## src/rtl/sprite_pkg.sv

```systemverilog
// sprite_pkg: shared constants and FSM state type for the sprite line scanner
package sprite_pkg;
    localparam logic [1:0] OFS_ATTR = 2'd0;
    localparam logic [1:0] OFS_CODE = 2'd1;
    localparam logic [1:0] OFS_Y = 2'd2;
    localparam logic [1:0] OFS_X = 2'd3;
    localparam int ATTR_BIG_BIT = 7;
    localparam logic [5:0] H_SMALL = 6'd16;
    localparam logic [5:0] H_BIG = 6'd32;
    typedef enum logic [2:0] {IDLE, RD0, RD1, RD2, RD3, EVAL, EMIT, FIN} state_t;
endpackage

```

## src/rtl/sprite_vhit.sv

```systemverilog
// sprite_vhit: combinational vertical overlap test of one sprite against a line
module sprite_vhit
    import sprite_pkg::*;
(
    input  logic [7:0] i_line,
    input  logic [7:0] i_y,
    input  logic       i_big,
    output logic       o_hit,
    output logic [4:0] o_row
);
    logic [7:0] w_diff;
    assign w_diff = i_line - i_y;
    assign o_hit = w_diff < {2'b00, i_big ? H_BIG : H_SMALL};
    assign o_row = w_diff[4:0];
endmodule

```

## src/rtl/sprite_line_scan.sv

```systemverilog
// sprite_line_scan: walks the sprite attribute table per line and emits overlapping sprites
module sprite_line_scan
    import sprite_pkg::*;
#(
    parameter int ADDR_W = 7,
    parameter int BASE_ADDR = 0,
    parameter int SPR_COUNT = 24,
    parameter int MAX_HITS = 8
) (
    input  logic              i_clock,
    input  logic              i_reset,
    input  logic              i_start,
    input  logic [7:0]        i_line,
    output logic [ADDR_W-1:0] o_ram_addr,
    input  logic [7:0]        i_ram_q,
    output logic              o_spr_valid,
    input  logic              i_spr_ready,
    output logic [7:0]        o_spr_attr,
    output logic [7:0]        o_spr_code,
    output logic [7:0]        o_spr_x,
    output logic [4:0]        o_spr_row,
    output logic              o_busy,
    output logic              o_done,
    output logic              o_overflow
);
    localparam int IDX_W = ADDR_W - 2;
    localparam int HIT_W = $clog2(MAX_HITS + 1);
    state_t           r_state;
    logic [IDX_W-1:0] r_idx;
    logic [HIT_W-1:0] r_hits;
    logic [7:0]       r_line, r_attr, r_code, r_y;
    logic [7:0]       r_spr_attr, r_spr_code, r_spr_x;
    logic [4:0]       r_spr_row;
    logic             r_spr_valid, r_overflow;
    logic [1:0]       w_ofs;
    logic             w_last, w_hit;
    logic [4:0]       w_row;
    always_comb begin
        w_ofs = r_state == RD1 ? OFS_CODE : r_state == RD2 ? OFS_Y : r_state == RD3 ? OFS_X : OFS_ATTR;
    end
    assign o_ram_addr = ADDR_W'(BASE_ADDR) + {r_idx, 2'b00} + ADDR_W'(w_ofs);
    assign w_last = r_idx == IDX_W'(SPR_COUNT - 1);
    sprite_vhit u_vhit (
        .i_line(r_line),
        .i_y   (r_y),
        .i_big (r_attr[ATTR_BIG_BIT]),
        .o_hit (w_hit),
        .o_row (w_row)
    );
    // x is not registered separately: it arrives on i_ram_q during EVAL
    always_ff @(posedge i_clock) begin
        if (i_reset) begin
            r_state <= IDLE;
            r_idx <= '0;
            r_hits <= '0;
            r_line <= '0;
            r_attr <= '0;
            r_code <= '0;
            r_y <= '0;
            r_spr_attr <= '0;
            r_spr_code <= '0;
            r_spr_x <= '0;
            r_spr_row <= '0;
            r_spr_valid <= 1'b0;
            r_overflow <= 1'b0;
        end else begin
            case (r_state)
                IDLE: if (i_start) begin
                    r_line <= i_line;
                    r_overflow <= 1'b0;
                    r_hits <= '0;
                    r_idx <= '0;
                    r_state <= RD0;
                end
                RD0: r_state <= RD1;
                RD1: begin
                    r_attr <= i_ram_q;
                    r_state <= RD2;
                end
                RD2: begin
                    r_code <= i_ram_q;
                    r_state <= RD3;
                end
                RD3: begin
                    r_y <= i_ram_q;
                    r_state <= EVAL;
                end
                EVAL: if (w_hit && r_hits < HIT_W'(MAX_HITS)) begin
                    r_spr_attr <= r_attr;
                    r_spr_code <= r_code;
                    r_spr_x <= i_ram_q;
                    r_spr_row <= w_row;
                    r_spr_valid <= 1'b1;
                    r_state <= EMIT;
                end else if (w_hit) begin
                    r_overflow <= 1'b1;
                    r_state <= FIN;
                end else begin
                    r_idx <= r_idx + 1'b1;
                    r_state <= w_last ? FIN : RD0;
                end
                EMIT: if (i_spr_ready) begin
                    r_spr_valid <= 1'b0;
                    r_hits <= r_hits + 1'b1;
                    r_idx <= r_idx + 1'b1;
                    r_state <= w_last ? FIN : RD0;
                end
                default: begin
                    r_idx <= '0;
                    r_state <= IDLE;
                end
            endcase
        end
    end
    assign o_spr_valid = r_spr_valid;
    assign o_spr_attr = r_spr_attr;
    assign o_spr_code = r_spr_code;
    assign o_spr_x = r_spr_x;
    assign o_spr_row = r_spr_row;
    assign o_overflow = r_overflow;
    assign o_busy = r_state != IDLE && r_state != FIN;
    assign o_done = r_state == FIN;
endmodule

```

## config.mk

```make
export PLATFORM = sky130hd
export DESIGN_NAME = sprite_line_scan
export DESIGN_NICKNAME = d
export VERILOG_FILES = /design/src/rtl/sprite_pkg.sv /design/src/rtl/sprite_vhit.sv /design/src/rtl/sprite_line_scan.sv
export SDC_FILE = /design/constraint.sdc
export NUM_CORES = 1
export LEC_CHECK = 0
export ABC_CLOCK_PERIOD_IN_PS = 2640
export BUFFER_PORTS_ARGS = -buffer_cell sky130_fd_sc_hd__buf_2
export CAP_MARGIN = 20
export CORE_MARGIN = 2
export CORE_UTILIZATION = 45
export DETAILED_ROUTE_END_ITERATION = 12
export PLACE_DENSITY_LB_ADDON = 0.12
export SLEW_MARGIN = 10
export SYNTH_ARGS = -nofsm -noshare
export SYNTH_HDL_FRONTEND = slang
export SYNTH_HIERARCHICAL = 1
export SYNTH_SLANG_ARGS = --single-unit
export TNS_END_PERCENT = 10
```

## constraint.sdc

```tcl
create_clock -name i_clock -period 2.64 [get_ports i_clock]
set_input_delay 0.264 -clock i_clock [delete_from_list [all_inputs] [get_ports i_clock]]
set_output_delay 0.264 -clock i_clock [all_outputs]
set_load 0.01 [all_outputs]
```

; ---- Yosys cells after proc, flatten, opt, wreduce, memory -nomap -nowiden
; Cells that the tools add are included.
[op_classes]
n_addsub = 4
n_eq_ne = 15
bitwise = 1
n_mux = 25
order_cmp = 2
reduce_logical = 15
[ops]
columns = op, count
row1 = $pmux 3 s7, 1
row2 = $mux 5, 4
row3 = $pmux 5 s4, 1
row4 = $mux 3, 5
row5 = $eq 3x3->1 const B, 4
row6 = $ne 2x2->1 const B, 6
row7 = $lt 8x6->1, 1
row8 = $mux 4, 2
row9 = $pmux 4 s2, 1
row10 = $sub 8x8->8, 1
row11 = $add 7x2->7, 1
row12 = $eq 3x2->1 const B, 2
row13 = $mux 2, 3
row14 = $mux 6, 1
row15 = $reduce_and 2->1, 3
row16 = $reduce_and 3->1, 2
row17 = $reduce_bool 2->1, 3
row18 = $add 5x1->5 const B, 1
row19 = $eq 5x5->1 const B, 1
row20 = $mux 1, 5
row21 = $reduce_and 5->1, 1
row22 = $add 4x1->4 const B, 1
row23 = $lt 4x4->1 const B, 1
row24 = $pmux 1 s2, 2
row25 = 8 further kinds, 9
[totals]
word_cells = 75
regBits = 75
output_inout_bits = 40
input_bits = 20

; ---- Logic depth before layout (Yosys ltp)
; Gate-level depths: netlist (run 1).
[depth]
ltp_word = 5
mapped_depth = 16
depth_no_buf = 14

; ---- Hierarchy
; Netlist (run 1), hierarchy kept.
[modules_own_cells]
columns = module, area_per_inst_um2, seq_area_each_um2, cells_each, n_inst
row1 = sprite_line_scan, 2849.0, 1501.4, 355, 1
row2 = sprite_vhit, 354.1, 0.0, 49, 1

; ---- Least setup slack after synthesis (run 1)
; No wires, ideal clock.
[synth_timing]
path_kind = register -> register
from = register r_y[1]
to = register r_spr_attr[2] (netlist: o_spr_attr[2])
t_arrival_ns = 2.780
stages_incl_launch_ff = 16
period_less_slack_ns = 2.912
path_buffers = 1
setup_time_ns = 0.132
setup_slack_ns = -0.272
required_time_ns = 2.508
path_cell_list = dfxtp_1 > inv_1 > ha_1 > nor2b_1 > o31ai_1 > nand2_1 > xor2_1 > ha_1 > nor3_1 > o311ai_0 > nor3_1 > nand4b_1 > or2_2 > clkbuf_1 > nand2_1 > a21oi_1
[synth_via]
elab_chain_len = 4
[synth_rtl]
columns = item, line
row1 = from (decl), sprite_line_scan.sv:31  ; logic [7:0] r_line, r_attr, r_code, r_y;
row2 = from (signal assigned), sprite_line_scan.sv:85  ; r_y <= i_ram_q;
row3 = $sub 8x8->8, sprite_vhit.sv:12  ; assign w_diff = i_line - i_y;
row4 = $lt 8x6->1, sprite_vhit.sv:13  ; assign o_hit = w_diff < {2'b00, i_big ? H_BIG : H_SMALL};
row5 = via w_hit, sprite_line_scan.sv:36  ; logic w_last, w_hit;
row6 = $logic_and 1x1->1, sprite_line_scan.sv:88  ; EVAL: if (w_hit && r_hits < HIT_W'(MAX_HITS)) begin
row7 = $reduce_and 2->1 (no line), --
row8 = to (signal assigned), sprite_line_scan.sv:89  ; r_spr_attr <= r_attr;
row9 = to (decl), sprite_line_scan.sv:32  ; logic [7:0] r_spr_attr, r_spr_code, r_spr_x;
; The timed path passes the listed nets, and every way through them passes these cells.
; A chain may end at the register's enable or synchronous reset.

; ---- Worst setup path after layout (run 1)
[layout_timing]
from = register r_y[0]
to = register r_idx[3]
[layout_via]
elab_chain_len = 5
elab_cells_between_ends = 6
classes_between = add/sub (1) / order compare (1) / eq/ne (2) / reduce/logical (2)
[layout_rtl]
columns = item, line
row1 = $sub 8x8->8 *, sprite_vhit.sv:12
row2 = via w_row[4], sprite_line_scan.sv:37  ; logic [4:0] w_row;
row3 = $lt 8x6->1 *, sprite_vhit.sv:13
row4 = via w_hit, sprite_line_scan.sv:36
row5 = $logic_and 1x1->1, sprite_line_scan.sv:88
row6 = $ne 2x2->1 (no line), --
row7 = $reduce_and 5->1 (no line) *, --
row8 = to (signal assigned), sprite_line_scan.sv:99  ; r_idx <= r_idx + 1'b1;
row9 = to (signal assigned), sprite_line_scan.sv:105  ; r_idx <= r_idx + 1'b1;
row10 = to (decl), sprite_line_scan.sv:29  ; logic [IDX_W-1:0] r_idx;
; Mark *: on every way through the listed nets, which the timed path passes. The rest lies on a longest branch.

==> out/results.tsv, run 1 <==
metric	value	unit
p_leak	1.650	nW
rr_worst_depth	13	
switchingPower	0.6971	mW
dp_cells	554	
floorplan.initialDensity	46.89	%
critPathLaunch	r_y[0]$_SDFFE_PP0P_	
syn-cell-area	3203	um^2
fin_crit_sh	104.3	%
p_int	1.695	mW
port_buffers	59	
ys_seq_elements	75	
crit_type	flop to flop	
cts.htree.levels	3	
cts_tree	built	
drive_gt1_share	30.61	%
synth_cells	404	
peakVddDrop	0.3515	mV
dp_hpwl	5.008	mm
fmax	363.2	MHz
comb_power_share	15.5	%
critPathRequiredTime	2.93	ns
gp_congestion	0.8158	
clkTransAtPathRegs	0.08	ns
drcViolationCount	0	
row_count	30	
die-width	88.37	um
ys_types	41	
setup-violations-final	32	
regToRegSetupSlack	-0.11	ns
clockPowerShare	34.6	%
endpoint_kind	flop	
drv_cap	0	
hold-worst-slack	0.1430	ns
pwr_density_cell	568.9	nW/um^2
grt_usage	20.82	%
start_kind	flop	
power	2.393	mW
synth_nets	435	
grt_max_degree	60	
outcome	finished, violations left	
drtIter0Drc	152	
failed_checks	setup timing	
avgSynthCellArea	7.928	um^2
routed_wl	7.911	mm
ios	60	
post-route-worst-setup-slack	-0.1136	ns
switching_share	29.14	%
dieArea	7808	um^2
final_cells	586	
core-area	6832	um^2
ys_warn_count	6	
antenna_left	0	
clock-sinks	75	
die_h	88.37	um
hold_viol	0	
wire_per_inst	13.50	um
cts_inserted_buffers	9	
vias	3003	
endpoint	r_idx[3]$_SDFFE_PP0P_	
grt_overflow	0	
fin_nets	516	
antenna_found_initial	0	
fin_area	4205	um^2
reg2reg_from	r_y[0]$_SDFFE_PP0P_	
p_seq_share	49.8	%
diodes	0	
slew_violations	0	
ctsRootBufferMaster	clkbuf_8	
clock_latency	0.35	ns
grt_pass1_vias	2731	
hold_path.class	input pin to flop	
cp_max_fo	4	
arrival	3.05	ns
r2r_end	r_idx[3]$_SDFFE_PP0P_	
tightest_slew	0.6699	ns
post_dp_cell_area	3711	um^2
dr.pass1.iters	4	
area_growth	31.29	%
fin_crit	2.754	ns
ys_seq_area_share	46.88	%
grt_first_pass_wirelength	12.70	mm
clockBufferDepth	2	
relSlewSlack	55.34	%
postCtsHoldBufs	0	
hold_depth	3	
fill_cells	647	
rsz0062_at_grt	true	
skew	0.01329	ns
via_per_inst	5.125	
[logic make-up after synthesis]
kind of cell	after synthesis	synth area share (%)
compound gates	81	14.06
xor+xnor	9	2.461
fa+ha+maj	11	4.531
buf+inv	34	4.141
flops	75	46.88
mux	8	2.500
simple gates	186	25.43
[placed cells by master (no fill, tap or decap), types with 3 or more instances in the layout]
| cell type | n |
|---|---|
| o21a_1 | 3 |
| nor3_1 | 8 |
| nand2_1 | 116 |
| dfxtp_1 | 67 |
| mux2i_1 | 8 |
| inv_2 | 5 |
| xnor2_1 | 3 |
| inv_6 | 3 |
| ha_1 | 4 |
| nor2_1 | 20 |
| nand4b_1 | 3 |
| nand3_1 | 10 |
| ha_4 | 5 |
| dfxtp_2 | 8 |
| buf_6 | 3 |
| buf_2 | 59 |
| clkbuf_8 | 9 |
| or3_1 | 4 |
| a21oi_2 | 10 |
| o21ai_0 | 4 |
| a21oi_1 | 51 |
| xor2_1 | 6 |
| or2_4 | 3 |
| buf_4 | 23 |
| inv_1 | 9 |
| nand2b_1 | 6 |
[critical path, stage by stage (launching register included)]
cell and delay [ns]:
dfxtp_2 0.37, ha_4 0.14, inv_2 0.03, fa_2 0.34
a211oi_2 0.24, nor2_1 0.08, xor2_1 0.21, o21a_1 0.17
nor3_2 0.05, buf_4 0.14, or3b_1 0.34, a21o_1 0.20
or3_1 0.32, nand3_1 0.07
[layout make-up]
class | instances | area [um^2] | share of cell area, %
Sequential cell | 75 | 1511 | 35.94
Clock inverter | 7 | 57.56 | 1.369
Inverter | 14 | 52.55 | 1.250
Multi-Input combinational cell | 297 | 1763 | 41.92
Timing Repair Buffer | 88 | 576.8 | 13.72
Tap cell | 96 | 120.1 | 2.856
Clock buffer | 9 | 123.9 | 2.946
[sequential cells by signal, indices dropped and copies added (netlist names)]
name	cells
r_line	8
o_spr_x	8
o_spr_code	8
o_spr_attr	8
o_spr_valid	1
o_overflow	1
r_state	3
r_y	8
r_code	8
o_spr_row	5
r_idx	5
r_attr	8
r_hits	4
[Yosys cell counts]
cell type / count / area share, %
nand3b_1: 2 / 0.47
nand3_1: 10 / 1.6
a32oi_1: 1 / 0.27
o31ai_1: 1 / 0.23
nand4b_1: 3 / 0.82
mux2i_1: 8 / 2.5
o211a_1: 1 / 0.31
buf_2: 4 / 0.63
dfxtp_1: 75 / 47
o31a_1: 1 / 0.27
nand2b_1: 6 / 1.2
a31oi_1: 1 / 0.20
nand2_1: 118 / 14
a21oi_1: 61 / 9.5
nor3b_1: 1 / 0.23
nor2_2: 1 / 0.20
or3b_1: 1 / 0.27
xor2_1: 6 / 1.6
ha_1: 10 / 3.9
a21o_1: 1 / 0.23
nor2_1: 21 / 2.5
clkbuf_1: 16 / 1.9
nor3_1: 10 / 1.6
inv_1: 14 / 1.6
fa_1: 1 / 0.63
a2111oi_0: 1 / 0.27
o21ai_0: 4 / 0.63
or2_2: 1 / 0.20
and3_1: 1 / 0.20
nor4b_1: 1 / 0.27
o311ai_0: 1 / 0.27
and4b_1: 2 / 0.63
o22ai_1: 2 / 0.39
nor4_1: 1 / 0.20
o21a_1: 3 / 0.70
a31o_2: 1 / 0.27
or3_1: 4 / 0.78
nor2b_1: 2 / 0.39
nand4_1: 1 / 0.20
a211oi_1: 2 / 0.47
xnor2_1: 3 / 0.82
[power groups by stage]
stage / clock [mW] / sequential (mW) / combinational [mW]
after floorplan: 0 / 1.20 / 0.232
after global placement: 0 / 1.21 / 0.316
after detailed placement: 0 / 1.21 / 0.320
after CTS: 0.852 / 1.19 / 0.364
after global routing: 0.895 / 1.20 / 0.415
final: 0.829 / 1.19 / 0.372
[stage by stage]
stage                     utilization (%)  setup TNS (ns)  setup WS, ns
final                               61.56          -2.492       -0.1136
after global placement              54.32          -5.732       -0.1887
after floorplan                         -        -0.02888      -0.01447
after global routing                61.56          -7.328       -0.2529
after CTS                           60.44          -2.933       -0.1839
after detailed placement            54.32          -9.298       -0.2994
[per-layer routing]
layer / up-vias / global-route usage (%) / part of all wire [%]
met3: 6 / 3.078 / 3.1
met5: - / 0 / 0
met4: 0 / 8.264 / 0.77
met1: 1423 / 28.36 / 48
met2: 54 / 33.36 / 48
li1: 1520 / - / -
[worst min-delay path by stage]
stage	start	to	slack (ns)
2_1_floorplan	i_ram_q[1]	r_y[1]$_SDFFE_PP0P_	0.39
3_3_place_gp	r_code[0]$_SDFFE_PP0P_	o_spr_code[0]$_SDFFE_PP0P_	0.44
3_5_place_dp	r_code[7]$_SDFFE_PP0P_	o_spr_code[7]$_SDFFE_PP0P_	0.44
4_1_cts	i_line[2]	r_line[2]$_SDFFE_PP0P_	0.13
5_1_grt	i_line[5]	r_line[5]$_SDFFE_PP0P_	0.14
6_report	i_line[2]	r_line[2]$_SDFFE_PP0P_	0.14
[what timing repair did]
action / CTS / global route
pin swaps: 28 / 9
cloned: 4 / 0
setup endpoints to repair: 36 / 37
gates resized for setup: 25 / 14
buffers inserted: 8 / 4
No activity file was read; power rests on OpenSTA's default activity.
==> run 2: changes to the inputs <==
ABC_AREA = 0   (was not set)
CTS_BUF_LIST = sky130_fd_sc_hd__clkbuf_16   (was not set)
==> run 2 against run 1 <==
  * The run still ends with setup timing left
  * Die area did not move
  * Via count shrank 0.57%
  * Critical path depth is the same
  * Global-route usage grew 0.45 points
  * Largest cell class unchanged
  * Largest power group unchanged
  * Highest routed layer unchanged
==> out/results.tsv, run 2 (synthesis gave the netlist of run 1 again) <==
metric	value	unit	change
met1_length	3.757	mm	-0.87%
pwr_density_cell	638.1	nW/um^2	+12%
met2_wirelength	3.747	mm	-1.8%
clockBufferDepth	2		unchanged
rsz0062_at_grt	true		
topRoutingLayerUsed	met4		
drcViolationCount	0		unchanged
antenna_left	0		unchanged
cts.htree.levels	3		unchanged
failed_checks	setup timing		
post-route-util	62.45	%	+0.90 points
core-area	6832	um^2	unchanged
grt_usage	21.27	%	+0.45 points
final_common_cell	nand2_1		
dr.pass1.iters	4		unchanged
drtIter0Drc	191		+26%
critPathSlowestCell	dfxtp_2		
via_per_inst	5.104		-0.40%
drv_cap	0		unchanged
cpPeakStageDelay	0.36	ns	about the same
rr_worst_depth	13		unchanged
wl_met3	274	um	+13%
clock_latency	0.34	ns	about the same
skew	0.008355	ns	-0.004935 ns
cp_max_fo	4		unchanged
critPathRequiredTime	2.92	ns	about the same
peakVddDrop	0.3286	mV	-6.5%
hold_depth	3		unchanged
post_dp_cell_area	3711	um^2	unchanged
ios	60		unchanged
vias	2986		-0.57%
gp_congestion	0.8158		unchanged
p_leak	1.699	nW	+3.0%
fmax	356.9	MHz	-1.7%
post-route-worst-setup-slack	-0.1622	ns	-0.04861 ns
grt_overflow	0		unchanged
fin_nets	515		-0.19%
multi_input_area	1743	um^2	-1.1%
wire_per_inst	13.43	um	-0.53%
relSlewSlack	55.92	%	+0.58 points
p_int	1.987	mW	+17%
comb_power_share	13.5	%	-2.0 points
final_cell_mix	nand2_1, dfxtp_1, buf_2, a21oi_1, buf_4		
setup-tns-final	-2.937	ns	-0.4450 ns
fin_crit	2.802	ns	+0.04861 ns
start_kind	flop		
clkTransAtPathRegs	0.06	ns	-0.02 ns
p_seq_share	43.8	%	-6.0 points
hold_viol	0		unchanged
switchingPower	0.7350	mW	+5.4%
fin_crit_sh	106.1	%	+1.8 points
grt_max_degree	60		unchanged
switching_share	27.00	%	-2.1 points
outcome	finished, violations left		
tightest_slew	0.6588	ns	-0.01111 ns
dp_hpwl	5.008	mm	unchanged
die-width	88.37	um	unchanged
slew_violations	0		unchanged
area_growth	33.20	%	
endpoint_kind	flop		
dieArea	7808	um^2	unchanged
cts_tree	built		
clock-sinks	75		unchanged
arrival	3.08	ns	+0.03 ns
port_buffers	59		unchanged
crit_type	flop to flop		
row_count	30		unchanged
fill_cells	630		-2.6%
cts_inserted_buffers	9		unchanged
hold_path.class	input pin to flop		
diodes	0		unchanged
postCtsHoldBufs	0		unchanged
ctsRootBufferMaster	clkbuf_16		
antenna_found_initial	0		unchanged
grt_pass1_vias	2750		+0.70%
setup-violations-final	33		+3.1%
routed_wl	7.856	mm	-0.70%
floorplan.initialDensity	46.89	%	unchanged
cp_cell_sequence	ha_4 > inv_2 > fa_2 > a211oi_2 > nor2_1 > xor2_1 > o21a_1 > nor3_2 > buf_4 > or3b_1 > a21o_1 > or3_1 > nand3_1		
drive_gt1_share	29.65	%	-0.96 points
final-seq-area	1511	um^2	unchanged
grt_first_pass_wirelength	12.83	mm	+1.1%
clockPowerShare	42.7	%	+8.1 points
die_h	88.37	um	unchanged
fin_area	4267	um^2	+1.5%
-- run 2: worst max-delay path: cells and delay by family, from the launching register on --
kind | cells | cell delay (ns)
buffers and inverters | 2 | 0.17
AND/OR/NAND/NOR | 5 | 0.87
XOR/XNOR | 1 | 0.23
flip-flops | 1 | 0.36
adder cells (fa/ha/maj) | 2 | 0.48
AO/OA/AOI/OAI | 3 | 0.63
-- run 2: power by group through the flow --
| stage | Combinational [mW] | Sequential, mW | Clock, mW |
|---|---|---|---|
| floorplan | 0.232 | 1.20 | 0 |
| global placement | 0.316 | 1.21 | 0 |
| detailed placement | 0.320 | 1.21 | 0 |
| global route | 0.413 | 1.20 | 1.25 |
| finish | 0.368 | 1.19 | 1.16 |
| CTS | 0.365 | 1.19 | 1.18 |
-- run 2: worst paths after layout --
| kind | start | endpoint | slack [ns] |
|---|---|---|---|
| max | r_y[0]$_SDFFE_PP0P_ | r_idx[3]$_SDFFE_PP0P_ | -0.16 |
| min | i_line[2] | r_line[2]$_SDFFE_PP0P_ | 0.16 |
| max reg2reg | r_y[0]$_SDFFE_PP0P_ | r_idx[3]$_SDFFE_PP0P_ | -0.16 |
| min reg2reg | o_spr_x[1]$_SDFFE_PP0P_ | o_spr_x[1]$_SDFFE_PP0P_ | 0.45 |
-- run 2: timing repair --
action	CTS	global route
setup endpoints to repair	36	37
cloned	4	0
setup buffers	9	3
resized for setup	29	10
pin swaps	21	16
-- run 2: stage by stage --
step                      setup slack [ns]  hold WS, ns  instances  total power, mW
after floorplan                   -0.01447       0.3924        404            1.429
after global placement             -0.1887       0.4383        554            1.530
after detailed placement           -0.2994       0.4449        554            1.534
after CTS                          -0.1869       0.1533        583            2.741
after global routing               -0.3090       0.1603        585            2.856
final                              -0.1622       0.1603        585            2.722
-- run 2: routing by layer --
layer | vias up | GRT usage [%]
li1 | 1526 | -
met1 | 1392 | 29.11
met2 | 59 | 33.42
met3 | 9 | 4.757
met4 | 0 | 7.025
met5 | - | 0
-- run 2: area by class of cell --
class / count / share of cell area, %
clock buffers: 9 / 5.279
clock inverters: 7 / 1.349
inverters: 14 / 1.232
multi-input cells: 297 / 40.85
flip-flops and latches: 75 / 35.43
well taps: 96 / 2.815
repair buffers: 87 / 13.05
